`src/rtl/div_unit.sv`:
```
// div_unit: multi-cycle restoring radix-2 integer divider for the execute stage.
//
// A divide (DIV or DIVU) is accepted in IDLE on a start pulse. It takes one
// iteration per result bit and then reports quotient (LO) and remainder (HI)
// with a one-cycle done pulse. While the divide is in flight, stall holds the
// younger pipeline stages.
//
// Optional feature macro: DIV_SIGNED_EN
//   defined   -> is_signed selects DIV; sign-magnitude conversion and
//                result negation are built in.
//   undefined -> every divide is unsigned; the negation logic is absent.
//
// Ports:
//   clock      in   rising-edge clock
//   reset_n    in   asynchronous active-low reset (aborts any divide)
//   start      in   divide request, honoured only in IDLE
//   is_signed  in   1 = DIV, 0 = DIVU (sampled with start)
//   dividend   in   WIDTH-bit rs operand (sampled with start)
//   divisor    in   WIDTH-bit rt operand (sampled with start)
//   stall      out  start in IDLE, or a divide iterating
//   done       out  one-cycle pulse; quo/rem valid
//   quo        out  WIDTH-bit quotient (LO)
//   rem        out  WIDTH-bit remainder (HI)
module div_unit #(
    parameter int WIDTH = 32
) (
    input  logic             clock,
    input  logic             reset_n,
    input  logic             start,
    input  logic             is_signed,
    input  logic [WIDTH-1:0] dividend,
    input  logic [WIDTH-1:0] divisor,
    output logic             stall,
    output logic             done,
    output logic [WIDTH-1:0] quo,
    output logic [WIDTH-1:0] rem
);

    localparam int CNT_W = $clog2(WIDTH);
    localparam logic [CNT_W-1:0] LAST_ITER = CNT_W'(WIDTH - 1);

    typedef enum logic [1:0] {IDLE, RUN, FIN} state_t;

    state_t           state_q;
    logic [CNT_W-1:0] cnt_q;
    logic [WIDTH-1:0] acc_q;   // partial remainder
    logic [WIDTH-1:0] qw_q;    // dividend bits shifting out / quotient bits shifting in
    logic [WIDTH-1:0] dvs_q;   // divisor magnitude
    logic [WIDTH-1:0] quo_q;
    logic [WIDTH-1:0] rem_q;

    logic [WIDTH-1:0] a_mag;
    logic [WIDTH-1:0] b_mag;
    logic [WIDTH-1:0] acc_d;
    logic [WIDTH-1:0] qw_d;
    logic [WIDTH-1:0] quo_fix;
    logic [WIDTH-1:0] rem_fix;
    logic [WIDTH:0]   shifted;
    logic [WIDTH:0]   trial;

`ifdef DIV_SIGNED_EN
    logic qneg_q;
    logic rneg_q;
    logic op_signed;
    logic qneg_d;
    logic rneg_d;

    function automatic logic [WIDTH-1:0] negate(input logic [WIDTH-1:0] v);
        return ~v + WIDTH'(1);
    endfunction

    assign op_signed = is_signed;
    // The most negative value maps onto itself, which is still the correct
    // unsigned magnitude, so -2^(W-1) / -1 needs no special case.
    assign a_mag   = (op_signed && dividend[WIDTH-1]) ? negate(dividend) : dividend;
    assign b_mag   = (op_signed && divisor[WIDTH-1])  ? negate(divisor)  : divisor;
    assign qneg_d  = op_signed & (dividend[WIDTH-1] ^ divisor[WIDTH-1]);
    assign rneg_d  = op_signed & dividend[WIDTH-1];
    assign quo_fix = qneg_q ? negate(qw_d)  : qw_d;
    assign rem_fix = rneg_q ? negate(acc_d) : acc_d;
`else
    logic unused_is_signed;

    assign unused_is_signed = is_signed;
    assign a_mag   = dividend;
    assign b_mag   = divisor;
    assign quo_fix = qw_d;
    assign rem_fix = acc_d;
`endif

    // One restoring step: shift {acc, qw} left, trial-subtract the divisor
    // with one extra bit so the borrow shows up as the sign of the result.
    always_comb begin
        shifted = {acc_q, qw_q[WIDTH-1]};
        trial   = shifted - {1'b0, dvs_q};
        acc_d   = trial[WIDTH] ? shifted[WIDTH-1:0] : trial[WIDTH-1:0];
        qw_d    = {qw_q[WIDTH-2:0], ~trial[WIDTH]};
    end

    always_ff @(posedge clock or negedge reset_n) begin
        if (!reset_n) begin
            state_q <= IDLE;
            cnt_q   <= '0;
            acc_q   <= '0;
            qw_q    <= '0;
            dvs_q   <= '0;
            quo_q   <= '0;
            rem_q   <= '0;
`ifdef DIV_SIGNED_EN
            qneg_q  <= 1'b0;
            rneg_q  <= 1'b0;
`endif
        end else begin
            case (state_q)
                IDLE: begin
                    if (start) begin
                        acc_q  <= '0;
                        cnt_q  <= '0;
                        qw_q   <= a_mag;
                        dvs_q  <= b_mag;
`ifdef DIV_SIGNED_EN
                        qneg_q <= qneg_d;
                        rneg_q <= rneg_d;
`endif
                        if (divisor == '0) begin
                            // Divide by zero: raw dividend, no sign fix-up.
                            quo_q   <= '1;
                            rem_q   <= dividend;
                            state_q <= FIN;
                        end else begin
                            state_q <= RUN;
                        end
                    end
                end
                RUN: begin
                    acc_q <= acc_d;
                    qw_q  <= qw_d;
                    cnt_q <= cnt_q + CNT_W'(1);
                    if (cnt_q == LAST_ITER) begin
                        quo_q   <= quo_fix;
                        rem_q   <= rem_fix;
                        state_q <= FIN;
                    end
                end
                FIN: begin
                    state_q <= IDLE;
                end
                default: begin
                    state_q <= IDLE;
                end
            endcase
        end
    end

    assign stall = ((state_q == IDLE) && start) || (state_q == RUN);
    assign done  = (state_q == FIN);
    assign quo   = quo_q;
    assign rem   = rem_q;

endmodule

```
`config.mk`:
```
export PLATFORM = sky130hd
export DESIGN_NAME = div_unit
export DESIGN_NICKNAME = d
export VERILOG_FILES = /design/src/rtl/div_unit.sv
export SDC_FILE = /design/constraint.sdc
export NUM_CORES = 1
export LEC_CHECK = 0
export ABC_AREA = 1
export BUFFER_PORTS_ARGS = -buffer_cell sky130_fd_sc_hd__buf_2
export CAP_MARGIN = 10
export CORE_MARGIN = 2
export CORE_UTILIZATION = 64
export CTS_CLUSTER_DIAMETER = 120
export DETAILED_ROUTE_END_ITERATION = 10
export GPL_TIMING_DRIVEN = 1
export PLACE_DENSITY = 0.92
export SYNTH_ARGS = -nofsm -noshare
export SYNTH_HDL_FRONTEND = slang
export SYNTH_SLANG_ARGS = --single-unit
```
`constraint.sdc`:
```
create_clock -name clock -period 5.9 [get_ports clock]
set_input_delay 0.295 -clock clock [delete_from_list [all_inputs] [get_ports clock]]
set_output_delay 0.295 -clock clock [all_outputs]
set_load 0.005 [all_outputs]
```
# --- Word-level counts from Yosys, hierarchy flattened ---
# Index checks and enable logic that the tools add are counted.
totals:
  regBits: 167
  inputBits: 68
  output_inout_bits: 66
  word_cells: 44
op_classes:
  add_sub_neg: 2
  n_eq_ne: 6
  muxes: 19
  n_bitwise: 1
  n_reduce_logical: 9
op_table:
  columns: ["operator", "n"]
  rows:
  - ["32-bit two-way mux", 9]
  - ["32-bit case mux with 2 select lines", 4]
  - ["33-bit by 32-bit subtractor with 33-bit output", 1]
  - ["32-bit zero test", 1]
  - ["5-bit case mux with 2 select lines", 1]
  - ["2-bit two-way mux", 3]
  - ["2-bit inequality test (second input constant)", 3]
  - ["2-bit AND reduction", 3]
  - ["5-bit by 1-bit adder with 5-bit output (second input constant)", 1]
  - ["5-bit equality test (second input constant)", 1]
  - ["5-bit two-way mux", 1]
  - ["2-bit case mux with 2 select lines", 1]
  - ["4-bit AND reduction", 1]
  - ["2-bit by 1-bit equality test with 1-bit output (second input constant)", 1]
  - ["2-bit equality test (second input constant)", 1]
  - ["2-bit zero test", 1]
  - ["2-bit nonzero test", 1]
  - ["1-bit logical AND", 1]
  - ["1-bit logical OR", 1]
  - ["1-bit inverter", 1]

# --- Longest topological paths before layout ---
# Gate-level depths: netlist of run 1.
depth:
  depth_word: 4
  depth_mapped: 19
  depth_no_buf: 18

# --- Worst setup path before layout of run 1 ---
# No wires, ideal clock.
synth_timing:
  kind: "reg-to-reg"
  startpoint: "register qw_q[31]"
  endpoint: "register rem_q[28], in the netlist rem[28]"
  arrival_time_ps: 2079
  path_slack_ps: 3708
  stages_incl_launch_ff: 20
  path_buffers: 1
  cell_sequence: "dfrtp_1 inv_1 ha_1 inv_1 fa_1 nand2_1 nand2_2 nand3_2 nand2_4 nand2_4 nand2_4 nand2_4 nand2_4 nand2_4 nand2_8 buf_12 nand3_2 nand3_2 nand2_1 inv_1"
synth_via:
  elab_chain_cells: 4
synth_lines:
  columns: ["element", "line_no", "text"]
  rows:
  - ["start, declared", "47", "logic [WIDTH-1:0] qw_q;"]
  - ["start signal, assigned", "119", "qw_q <= a_mag;"]
  - ["start signal, assigned", "137", "qw_q <= qw_d;"]
  - ["33-bit by 32-bit subtractor with 33-bit output", "95", "trial = shifted - {1'b0, dvs_q};"]
  - ["32-bit two-way mux", "96", "acc_d = trial[WIDTH] ? shifted[WIDTH-1:0] : trial[WIDTH-1:0];"]
  - ["32-bit two-way mux", "139", "if (cnt_q == LAST_ITER) begin"]
  - ["32-bit case mux with 2 select lines", "114", "case (state_q)"]
  - ["end signal, assigned", "128", "rem_q <= dividend;"]
  - ["end signal, assigned", "141", "rem_q <= rem_fix;"]
  - ["end, declared", "50", "logic [WIDTH-1:0] rem_q;"]
# Every way passes these cells. The select of a mux whose other input is x is not followed.
# A chain may end at the register's enable or synchronous reset.

# --- Worst setup path in the final report of run 1 ---
layout_timing:
  startpoint: "register state_q[1]"
  endpoint: "output stall"
layout_via:
  elab_chain_cells: 3
layout_lines:
  columns: ["element", "line_no", "text"]
  rows:
  - ["start, declared", "44", "state_t state_q;"]
  - ["start signal, assigned", "102", "state_q <= IDLE;"]
  - ["start signal, assigned", "129", "state_q <= FIN;"]
  - ["start signal, assigned", "131", "state_q <= RUN;"]
  - ["2-bit zero test", "155", "assign stall = ((state_q == IDLE) && start) || (state_q == RUN);"]
  - ["1-bit logical AND", "155", null]
  - ["1-bit logical OR *", "155", null]
  - ["end, declared", "33", "output logic stall,"]
# Every way passes the cells marked *; elsewhere a longest branch is shown, timed or not.

==> reports/results.tsv, run 1 <==
stage	metric	value	unit
clocking	clkLatencyLatePin	0.44	ns
logic_synthesis	synth_area	0.0107	sq mm
floorplan	fp.dieW	134	microns
timing	finalHoldViolCount	42	
final_layout	fin_nets	1656	
critical_path	crit_chain	inv_2 -> nand3_2 -> inv_2 -> buf_4 -> nor2_2 -> buf_4 -> inv_2 -> buf_2	
critical_path	cp_slowest_stage_delay	0.55	ns
place	dp_hpwl	19.9	mm
power_and_ir_drop	vdd_drop_max	0.000355	V
detailed_routing	wl_per_cell	15.8	microns
final_layout	fin_area	0.0120	sq mm
clocking	cts_tree	built	
power_and_ir_drop	power_density	666	mW/mm^2
floorplan	ioPinCount	134	
timing	period_needed	3.64	ns
critical_path	startpoint_type	flop	
logic_synthesis	synthTopCellsByArea	dfrtp_1 39%, nand2_1 13%, inv_1 9.2%	
global_routing	grt_usage	32.9	%
clocking	clk_pin_slew	0.07	ns
run_status	violations	negative hold slack	
critical_path	worstPathRequired	5.61	ns
logic_synthesis	yosysSeqAreaShare	38.9	%
logic_synthesis	syn_inst	1447	
detailed_routing	ant_nets	0	
detailed_routing	dr_total_vias	9704	
run_status	run_status	finished, violations left	
detailed_routing	drtPass1Iterations	6	
timing	slew_headroom	22.4	%
floorplan	core-area	0.0165	sq mm
logic_synthesis	yosysTopAreaCellShare	38.9	%
min_path	hold_path.class	input port to async pin	
logic_synthesis	mappedNetlistNets	1550	
logic_synthesis	ys_types	44	
timing	fin_hold_ws	-0.0283	ns
logic_synthesis	yosysWarnings	0	
place	dpl_cell_area	0.0114	sq mm
timing	worstMarginPinSlew	1.16	ns
timing	finalCritPeriodShare	61.6	%
clocking	numCtsBuffers	17	
global_routing	grt_max_degree	107	
logic_synthesis	yosysTopAreaCell	dfrtp_1	
critical_path	path_class	flop to output port	
final_layout	drive_gt1_share	21.0	%
timing	rsz0062_at_grt	false	
detailed_routing	drc	0	
critical_path	critPathSlowestCell	nand3_2	
final_layout	area_growth	11.9	%
global_routing	overflow	0	
timing	timing.fmax	275	MHz
final_layout	layout.cells.most_common	nand2_1	
place	io_buffers	132	
floorplan	die_h	134	microns
timing	setup_viol	0	
detailed_routing	drt_wl_total	28.1	mm
timing	setup_tns	0	ns
final_layout	fill_cells	1235	
floorplan	initial_utilization	65.2	%
critical_path	path_max_fanout	52	
clocking	cts_resized	0	
floorplan	dieArea	0.0178	sq mm
place	gp_congestion	0.943	
critical_path	arrival	3.34	ns
detailed_routing	viasPerCell	5.43	
clocking	postCtsSetupBuffers	0	
clocking	cts-root-buf	clkbuf_16	
clocking	clockBufferDepth	2	
global_routing	antenna_found_initial	0	
clocking	cts-hold-fix-buffers	0	
power_and_ir_drop	p_leak	6.58	nW
timing	skew	0.0102	ns
logic_synthesis	synth_seq_cells	167	
logic_synthesis	syn_avg_cell_area	7.42	sq um
critical_path	end_kind	output port	
detailed_routing	drtIter0Drc	841	
final_layout	layout_common_cells	382 x nand2_1, 262 x inv_1, 167 x dfrtp_1, 131 x buf_2, 127 x nor2_1	
global_routing	grt_pass1_wl	46.3	mm
timing	slew_violations	0	
final_layout	diodes	0	
flow_run	cap_viol_max_count	0	
clocking	cts_sinks	167	
floorplan	rows	47	
critical_path	cpMostUsedCell	inv_2	
clocking	htreeDepth	4	
global_routing	grt_pass1_vias	9490	
## synthesized netlist by cell type, drive strengths merged
cell type / n
a221oi: 17
and2: 5
o21bai: 1
a31oi: 20
nor2: 137
nor3: 8
a21oi: 20
clkbuf: 30
clkinv: 2
fa: 1
nand3: 157
xor2: 16
nor4: 4
nand2: 403
a22o: 2
o221ai: 1
nand4: 11
o22ai: 5
a21o: 2
buf: 21
or2: 33
inv: 281
ha: 34
dfrtp: 167
o21ai: 69
## cell families after synthesis
| group | count (synthesis) | share of synthesized area [%] |
|---|---|---|
| compound gates | 137 | 7.62 |
| xor+xnor | 16 | 1.30 |
| fa+ha+maj | 35 | 4.15 |
| buf+inv | 334 | 13.1 |
| flops | 167 | 38.9 |
| simple gates | 758 | 35.0 |
## metrics by stage
step           utilization [%]  power (W)  worst slack, ns  instances
2_1_floorplan                -    0.00570             3.71       1447
3_3_place_gp              69.2    0.00653             2.90       1754
3_5_place_dp              69.2    0.00670             2.81       1754
4_1_cts                   73.0    0.00796             2.31       1786
5_1_grt                   73.0    0.00866             2.06       1786
6_report                  73.0    0.00801             2.26       1786
## final cells by class
cell class | instances | area, sq um | area share, %
Clock buffer | 18 | 439 | 3.65
Timing Repair Buffer | 138 | 712 | 5.92
Clock inverter | 14 | 191 | 1.59
Inverter | 283 | 1060 | 8.84
Multi-Input combinational cell | 946 | 5160 | 42.9
Sequential cell | 167 | 4180 | 34.8
Tap cell | 220 | 275 | 2.29
## power by group
group          switching (W)  total [W]  internal [W]
clock network       0.000526    0.00118      0.000657
logic                0.00324    0.00481       0.00157
registers           0.000326    0.00202       0.00170
total                0.00409    0.00801       0.00392
## state kept, by name, indices dropped and copies added, names as in the netlist
signal and count:
state_q 2, acc_q 32, dvs_q 32, quo 32
cnt_q 5, rem 32, qw_q 32
## critical path, delay by kind of cell, from the launching register on
kind,cells,cell delay (ns)
buffers and inverters,6,1.83
and+or+nand+nor,2,0.61
DFF,1,0.45
## layer usage
| metal | routed length (microns) | GRT usage, % | share of wire (%) |
|---|---|---|---|
| met1 | 11500 | 41.8 | 41 |
| met3 | 1820 | 4.60 | 6.5 |
| met4 | 986 | 14.1 | 3.5 |
| met5 | 0 | 0 | 0 |
| met2 | 13900 | 56.5 | 49 |
## worst paths after layout
kind                       startpoint        end  slack (ns)  depth (start not counted)
max                        state_q[1]      stall        2.26                          8
min                           reset_n  dvs_q[23]       -0.03                          1
max reg2reg                state_q[1]   qw_q[12]        2.55                          9
min reg2reg                 dvs_q[15]  dvs_q[15]        0.49                          2
max in group asynchronous     reset_n    rem[21]        4.54                          2
min in group clock         divisor[5]   dvs_q[5]        0.08                          3
(Power assumes the default switching activity.)
==> inputs of run 2 (changes only) <==
--- a/config.mk
+++ b/config.mk
@@ -9,11 +9,11 @@
 export BUFFER_PORTS_ARGS = -buffer_cell sky130_fd_sc_hd__buf_2
 export CAP_MARGIN = 10
 export CORE_MARGIN = 2
-export CORE_UTILIZATION = 64
+export CORE_UTILIZATION = 54
 export CTS_CLUSTER_DIAMETER = 120
 export DETAILED_ROUTE_END_ITERATION = 10
 export GPL_TIMING_DRIVEN = 1
-export PLACE_DENSITY = 0.92
+export PLACE_DENSITY = 0.83
 export SYNTH_ARGS = -nofsm -noshare
 export SYNTH_HDL_FRONTEND = slang
 export SYNTH_SLANG_ARGS = --single-unit
==> constraint.sdc (replaced) <==
create_clock -name clock -period 3.1 [get_ports clock]
set_input_delay 0.155 -clock clock [delete_from_list [all_inputs] [get_ports clock]]
set_output_delay 0.155 -clock clock [all_outputs]
set_load 0.005 [all_outputs]
==> run 2 against run 1 <==
Against the previous run:
- the flow still finishes with violations (negative hold slack)
- die area rose by 18%
- wire length rose by 2.1%
- total power rose by 90%
- worst hold slack improved by 0.023 ns
- non-clock buffer count rose by 44
- largest power group unchanged
- core utilization fell by 8.6 points
- cell area rose by 4.3%
- sequential cell count did not move
==> reports/results.tsv, run 2 (synthesis gave the netlist of run 1 again) <==
stage	metric	value	unit	change
run_status	run_status	finished, violations left		
timing	slew_violations	0		unchanged
critical_path	startpoint_type	input port		
final_layout	layout_common_cells	382 x nand2_1, 262 x inv_1, 167 x dfrtp_1, 131 x buf_2, 127 x nor2_1		
critical_path	worst-path-stages	11		+3
final_layout	drive_gt1_share	20.7	%	-0.33 points
clocking	cts_resized	0		unchanged
timing	slew_headroom	51.3	%	+29 points
place	gp_congestion	0.961		+1.9%
timing	setup_tns	0	ns	unchanged
power_and_ir_drop	power_frac_comb	59.9	%	about the same
power_and_ir_drop	internal-power	0.00753	W	+92%
floorplan	ioPinCount	134		unchanged
detailed_routing	drt_wl_total	28.7	mm	+2.1%
clocking	htreeDepth	4		unchanged
power_and_ir_drop	switching_share	50.7	%	-0.39 points
critical_path	cp.buffers_inverters	5		-1
floorplan	fp.dieW	145	microns	+8.6%
critical_path	end_kind	flop		
critical_path	critical-path-top-delay-family	buffers and inverters		
clocking	postCtsSetupBuffers	0		unchanged
global_routing	overflow	0		unchanged
power_and_ir_drop	switchingPower	0.00773	W	+89%
critical_path	arrival	3.23	ns	-0.11 ns
timing	setup_viol	0		unchanged
clocking	clk_pin_slew	0.08	ns	about the same
critical_path	path_class	input port to flop		
global_routing	grt_usage	28.3	%	-4.6 points
detailed_routing	dr_total_vias	9694		-0.10%
clocking	clockBufferDepth	2		unchanged
min_path	hold_path.class	input port to flop		
detailed_routing	viasPerCell	5.17		-4.8%
final_layout	area_growth	16.8	%	
timing	skew	0.0130	ns	+0.00276 ns
final_layout	fin_area	0.0125	sq mm	+4.3%
floorplan	initial_utilization	55.2	%	-10 points
place	dp_hpwl	20.2	mm	+1.8%
detailed_routing	ant_nets	0		unchanged
global_routing	grt_pass1_wl	48.2	mm	+4.0%
critical_path	critPathSlowestCell	dlygate4sd3_1		
clocking	cts_sinks	167		unchanged
power_and_ir_drop	seqPwrFrac	25.1	%	about the same
timing	finalHoldViolCount	1		-98%
timing	finalCritPeriodShare	91.8	%	
run_status	violations	negative hold slack		
final_layout	layout.cells.most_common	nand2_1		
final_layout	fin_nets	1700		+2.7%
floorplan	rows	51		+8.5%
place	dpl_cell_area	0.0115	sq mm	+1.1%
clocking	cts-hold-fix-buffers	39		+39
power_and_ir_drop	vdd_drop_max	0.000778	V	+120%
critical_path	path_max_fanout	47		-9.6%
floorplan	core-area	0.0195	sq mm	+18%
min_path	hold_depth	3		
timing	worstMarginPinSlew	0.731	ns	-0.433 ns
flow_run	cap_viol_max_count	0		unchanged
floorplan	die_h	145	microns	+8.6%
critical_path	ff2ff_setup_slack	0.43	ns	-2.12 ns
clocking	cts-root-buf	clkbuf_16		
critical_path	cp_slowest_stage_delay	0.53	ns	-0.02 ns
power_and_ir_drop	p_leak	6.78	nW	+3.1%
detailed_routing	drc	0		unchanged
power_and_ir_drop	clkPwrFrac	15.1	%	+0.3 points
timing	fin_hold_ws	-0.00487	ns	+0.0234 ns
global_routing	grt_max_degree	118		+10%
global_routing	antenna_found_initial	0		unchanged
clocking	clkLatencyLatePin	0.45	ns	about the same
place	io_buffers	132		unchanged
detailed_routing	wl_per_cell	15.3	microns	-2.8%
floorplan	dieArea	0.0210	sq mm	+18%
critical_path	crit_chain	dlygate4sd3_1 -> buf_2 -> nor4_1 -> nand3_1 -> o21ai_1 -> nand2_2 -> inv_2 -> buf_12 -> or2_2 -> nand2_1 -> inv_1		
clocking	cts_tree	built		
critical_path	worstPathRequired	3.49	ns	-2.12 ns
detailed_routing	drtIter0Drc	707		-16%
timing	timing.fmax	351	MHz	
power_and_ir_drop	power_density	1220	mW/mm^2	+82%
global_routing	grt_pass1_vias	9941		+4.8%
detailed_routing	drtPass1Iterations	6		unchanged
timing	period_needed	2.85	ns	
timing	rsz0062_at_grt	false		
critical_path	ff2ff_path_depth	17		+8
final_layout	diodes	0		unchanged
clocking	numCtsBuffers	17		unchanged
==> run 2: changes by cell type in the layout (fill, tap and decap cells not counted), sizes merged <==
| cell | previous run | this run |
|---|---|---|
| dlygate4sd3 | 0 | 40 |
| buf | 138 | 142 |
| inv | 286 | 288 |
| clkbuf | 18 | 17 |
| clkinvlp | 3 | 2 |
==> run 2: power groups by stage <==
| stage | Sequential (W) | Clock [W] | Combinational (W) |
|---|---|---|---|
| 4_1_cts | 0.00382 | 0.00232 | 0.00908 |
| 6_report | 0.00382 | 0.00230 | 0.00913 |
| 5_1_grt | 0.00393 | 0.00241 | 0.0103 |
| 2_1_floorplan | 0.00375 | 0 | 0.00709 |
| 3_5_place_dp | 0.00384 | 0 | 0.00895 |
| 3_3_place_gp | 0.00380 | 0 | 0.00871 |
==> run 2: layout make-up <==
type | count | area, sq um
clock buffer | 17 | 425
tap | 265 | 332
multi-input combinational | 946 | 5160
clock inverter | 15 | 204
fill | 1623 | 6920
timing repair buffer | 182 | 1180
sequential | 167 | 4180
inverter | 283 | 1060
==> run 2: stage by stage <==
stage	total power (W)	std cells	worst slack [ns]	hold slack, ns	utilization, %
CTS	0.0152	1874	0.310	0.0000763	64.4
detailed placement	0.0128	1803	0.419	0.242	59.2
global placement	0.0125	1803	0.473	0.241	59.2
finish	0.0153	1875	0.253	-0.00487	64.5
global route	0.0166	1875	0.114	0.0169	64.5
floorplan	0.0108	1447	0.908	-0.141	-
==> run 2: routing by layer <==
| layer | vias to the layer above | wire [microns] | track usage (%) |
|---|---|---|---|
| li1 | 4804 | - | - |
| met1 | 4494 | 12200 | 35.9 |
| met2 | 326 | 13900 | 47.5 |
| met3 | 70 | 1510 | 4.65 |
| met4 | 0 | 1040 | 13.0 |
| met5 | - | 0 | 0 |
==> run 2: final timing paths <==
kind	end	from
worst max-delay path	rem[17]	divisor[29]
worst min-delay path	dvs_q[20]	divisor[20]
worst max register to register	rem[18]	qw_q[31]
worst min register to register	dvs_q[8]	dvs_q[8]
max in group asynchronous	qw_q[18]	reset_n
min in group asynchronous	dvs_q[18]	reset_n
==> run 2: tightest hold or removal path: stages <==
cell and delay [ns]:
buf_2 0.09, inv_1 0.06, o21ai_0 0.09
==> inputs of run 3 (changes only) <==
--- a/config.mk
+++ b/config.mk
@@ -11,9 +11,11 @@
 export CORE_MARGIN = 2
 export CORE_UTILIZATION = 54
 export CTS_CLUSTER_DIAMETER = 120
+export CTS_CLUSTER_SIZE = 14
 export DETAILED_ROUTE_END_ITERATION = 10
 export GPL_TIMING_DRIVEN = 1
 export PLACE_DENSITY = 0.83
+export RECOVER_POWER = 25
 export SYNTH_ARGS = -nofsm -noshare
 export SYNTH_HDL_FRONTEND = slang
 export SYNTH_SLANG_ARGS = --single-unit
==> run 3 against run 2 <==
Against the previous run:
- first-iteration DRC count is 2.0% higher
- critical path depth stayed put
- non-clock buffer count stayed put
- the flow finishes with violations (negative hold slack, max-capacitance violations, max-slew violations)
- sequential share of layout area hardly changed
- cell count stayed put
- wire length is 0.12% higher
- maximum frequency hardly changed
- cell area is 0.12% lower
- worst hold slack hardly changed
==> reports/results.tsv, run 3 (synthesis gave the netlist of run 1 again) <==
stage	metric	value	unit	change
clocking	clkLatencyLatePin	0.45	ns	about the same
critical_path	startpoint_type	input port		
global_routing	overflow	0		unchanged
power_and_ir_drop	vdd_drop_max	0.000772	V	-0.78%
detailed_routing	viasPerCell	5.20		+0.59%
final_layout	drive_gt1_share	20.2	%	-0.43 points
clocking	clk_pin_slew	0.08	ns	about the same
critical_path	path_class	input port to flop		
run_status	run_status	finished, violations left		
place	io_buffers	132		unchanged
critical_path	path_max_fanout	47		unchanged
critical_path	critPathSlowestCell	dlygate4sd3_1		
place	gp_congestion	0.961		unchanged
critical_path	arrival	3.23	ns	about the same
timing	worstMarginPinSlew	1.95	ns	+1.22 ns
global_routing	grt_pass1_wl	48.2	mm	unchanged
critical_path	crit_chain	dlygate4sd3_1 -> buf_2 -> nor4_1 -> nand3_1 -> o21ai_1 -> nand2_2 -> inv_2 -> buf_12 -> or2_2 -> nand2_1 -> inv_1		
timing	timing.fmax	351	MHz	about the same
run_status	violations	negative hold slack, max-capacitance violations, max-slew violations		
clocking	cts_tree	built		
detailed_routing	drt_wl_total	28.8	mm	+0.12%
clocking	clockBufferDepth	2		unchanged
final_layout	area_growth	16.7	%	
critical_path	cp_slowest_stage_delay	0.53	ns	about the same
detailed_routing	drtIter0Drc	721		+2.0%
timing	finalHoldViolCount	1		unchanged
timing	postLayoutSetupSlackWorst	0.254	ns	+0.000788 ns
global_routing	grt_usage	28.3	%	unchanged
detailed_routing	ant_nets	0		unchanged
min_path	hold_path.class	input port to flop		
timing	slew_violations	77		+77
flow_run	cap_viol_max_count	1		+1
critical_path	end_kind	flop		
clocking	cts_sinks	167		unchanged
timing	setup_tns	0	ns	unchanged
global_routing	grt_pass1_vias	9941		unchanged
floorplan	dieArea	0.0210	sq mm	unchanged
timing	fin_hold_ws	-0.00444	ns	+0.000434 ns
global_routing	antenna_found_initial	0		unchanged
timing	rsz0062_at_grt	false		
critical_path	worstPathRequired	3.49	ns	about the same
floorplan	rows	51		unchanged
floorplan	fp.dieW	145	microns	unchanged
detailed_routing	dr_total_vias	9751		+0.59%
power_and_ir_drop	p_leak	6.76	nW	-0.28%
power_and_ir_drop	power_density	1220	mW/mm^2	about the same
clocking	numCtsBuffers	17		unchanged
clocking	postCtsSetupBuffers	0		unchanged
floorplan	ioPinCount	134		unchanged
place	dp_hpwl	20.2	mm	unchanged
final_layout	layout_common_cells	382 x nand2_1, 262 x inv_1, 167 x dfrtp_1, 127 x nor2_1, 124 x buf_2		
place	pre_cts_ws	0.419	ns	unchanged
final_layout	layout.cells.most_common	nand2_1		
clocking	htreeDepth	4		unchanged
floorplan	die_h	145	microns	unchanged
floorplan	initial_utilization	55.2	%	unchanged
detailed_routing	wl_per_cell	15.3	microns	+0.12%
final_layout	diodes	0		unchanged
timing	finalCritPeriodShare	91.8	%	about the same
floorplan	core-area	0.0195	sq mm	unchanged
final_layout	fin_nets	1700		unchanged
global_routing	grt_max_degree	118		unchanged
detailed_routing	drc	0		unchanged
clocking	cts_resized	0		unchanged
timing	setup_viol	0		unchanged
clocking	cts-root-buf	clkbuf_16		
timing	period_needed	2.85	ns	-0.000788 ns
timing	slew_headroom	-29.9	%	-81 points
timing	skew	0.0150	ns	+0.00201 ns
detailed_routing	drtPass1Iterations	6		unchanged
run 3: changes by cell type in the layout (fill, tap and decap cells not counted):
cell and change:
buf_2 -7, clkbuf_2 +1, clkbuf_1 +7, buf_6 -1
run 3: repair_timing:
| item | in CTS | in global routing |
|---|---|---|
| hold buffers | 39 | 1 |
| endpoints found under the setup margin | 0 | 0 |
| hold endpoints to repair | 113 | 1 |
run 3: through the flow:
step | cell area [sq um] | power [W] | cells | utilization [%] | hold slack (ns)
CTS | 12500 | 0.0152 | 1874 | 64.4 | 0.0000763
global placement | 11500 | 0.0125 | 1803 | 59.2 | 0.241
finish | 12500 | 0.0152 | 1875 | 64.4 | -0.00444
floorplan | 10700 | 0.0108 | 1447 | - | -0.141
detailed placement | 11500 | 0.0128 | 1803 | 59.2 | 0.242
global route | 12500 | 0.0166 | 1875 | 64.4 | 0.0169
run 3: worst paths after layout:
check / startpoint / end / slack [ns] / cells past startpoint
setup / recovery: divisor[29] / rem[17] / 0.25 / 11
hold / removal: divisor[20] / dvs_q[20] / -0.004 / 3
setup reg to reg: qw_q[31] / rem[18] / 0.41 / 17
hold reg to reg: dvs_q[13] / dvs_q[13] / 0.49 / 2
max in group asynchronous: reset_n / qw_q[18] / 0.95 / 3
min in group asynchronous: reset_n / dvs_q[18] / 0.78 / 2
run 3: final cells by class:
class | count | area (sq um)
Fill cell | 1628 | 6930
Clock buffer | 17 | 425
Sequential cell | 167 | 4180
Multi-Input combinational cell | 946 | 5160
Timing Repair Buffer | 182 | 1160
Inverter | 283 | 1060
Tap cell | 265 | 332
Clock inverter | 15 | 204
run 3: power breakdown:
part | total (W) | internal [W] | switching [W]
Sequential | 0.00383 | 0.00322 | 0.000602
Clock | 0.00230 | 0.00124 | 0.00106
Combinational | 0.00912 | 0.00305 | 0.00607
run 3: worst max-delay path, delay by kind of cell:
family	cells	cell delay, ns
buffers and inverters	5	1.53
AO/OA/AOI/OAI	1	0.26
AND/OR/NAND/NOR	5	1.28
run 3: metal layers:
layer,vias to the layer above,share of wire (%),track usage (%)
met2,377,49,47.5
met1,4497,42,35.9
met4,0,3.6,13.0
li1,4806,-,-
met3,71,5.8,4.65
met5,-,0,0
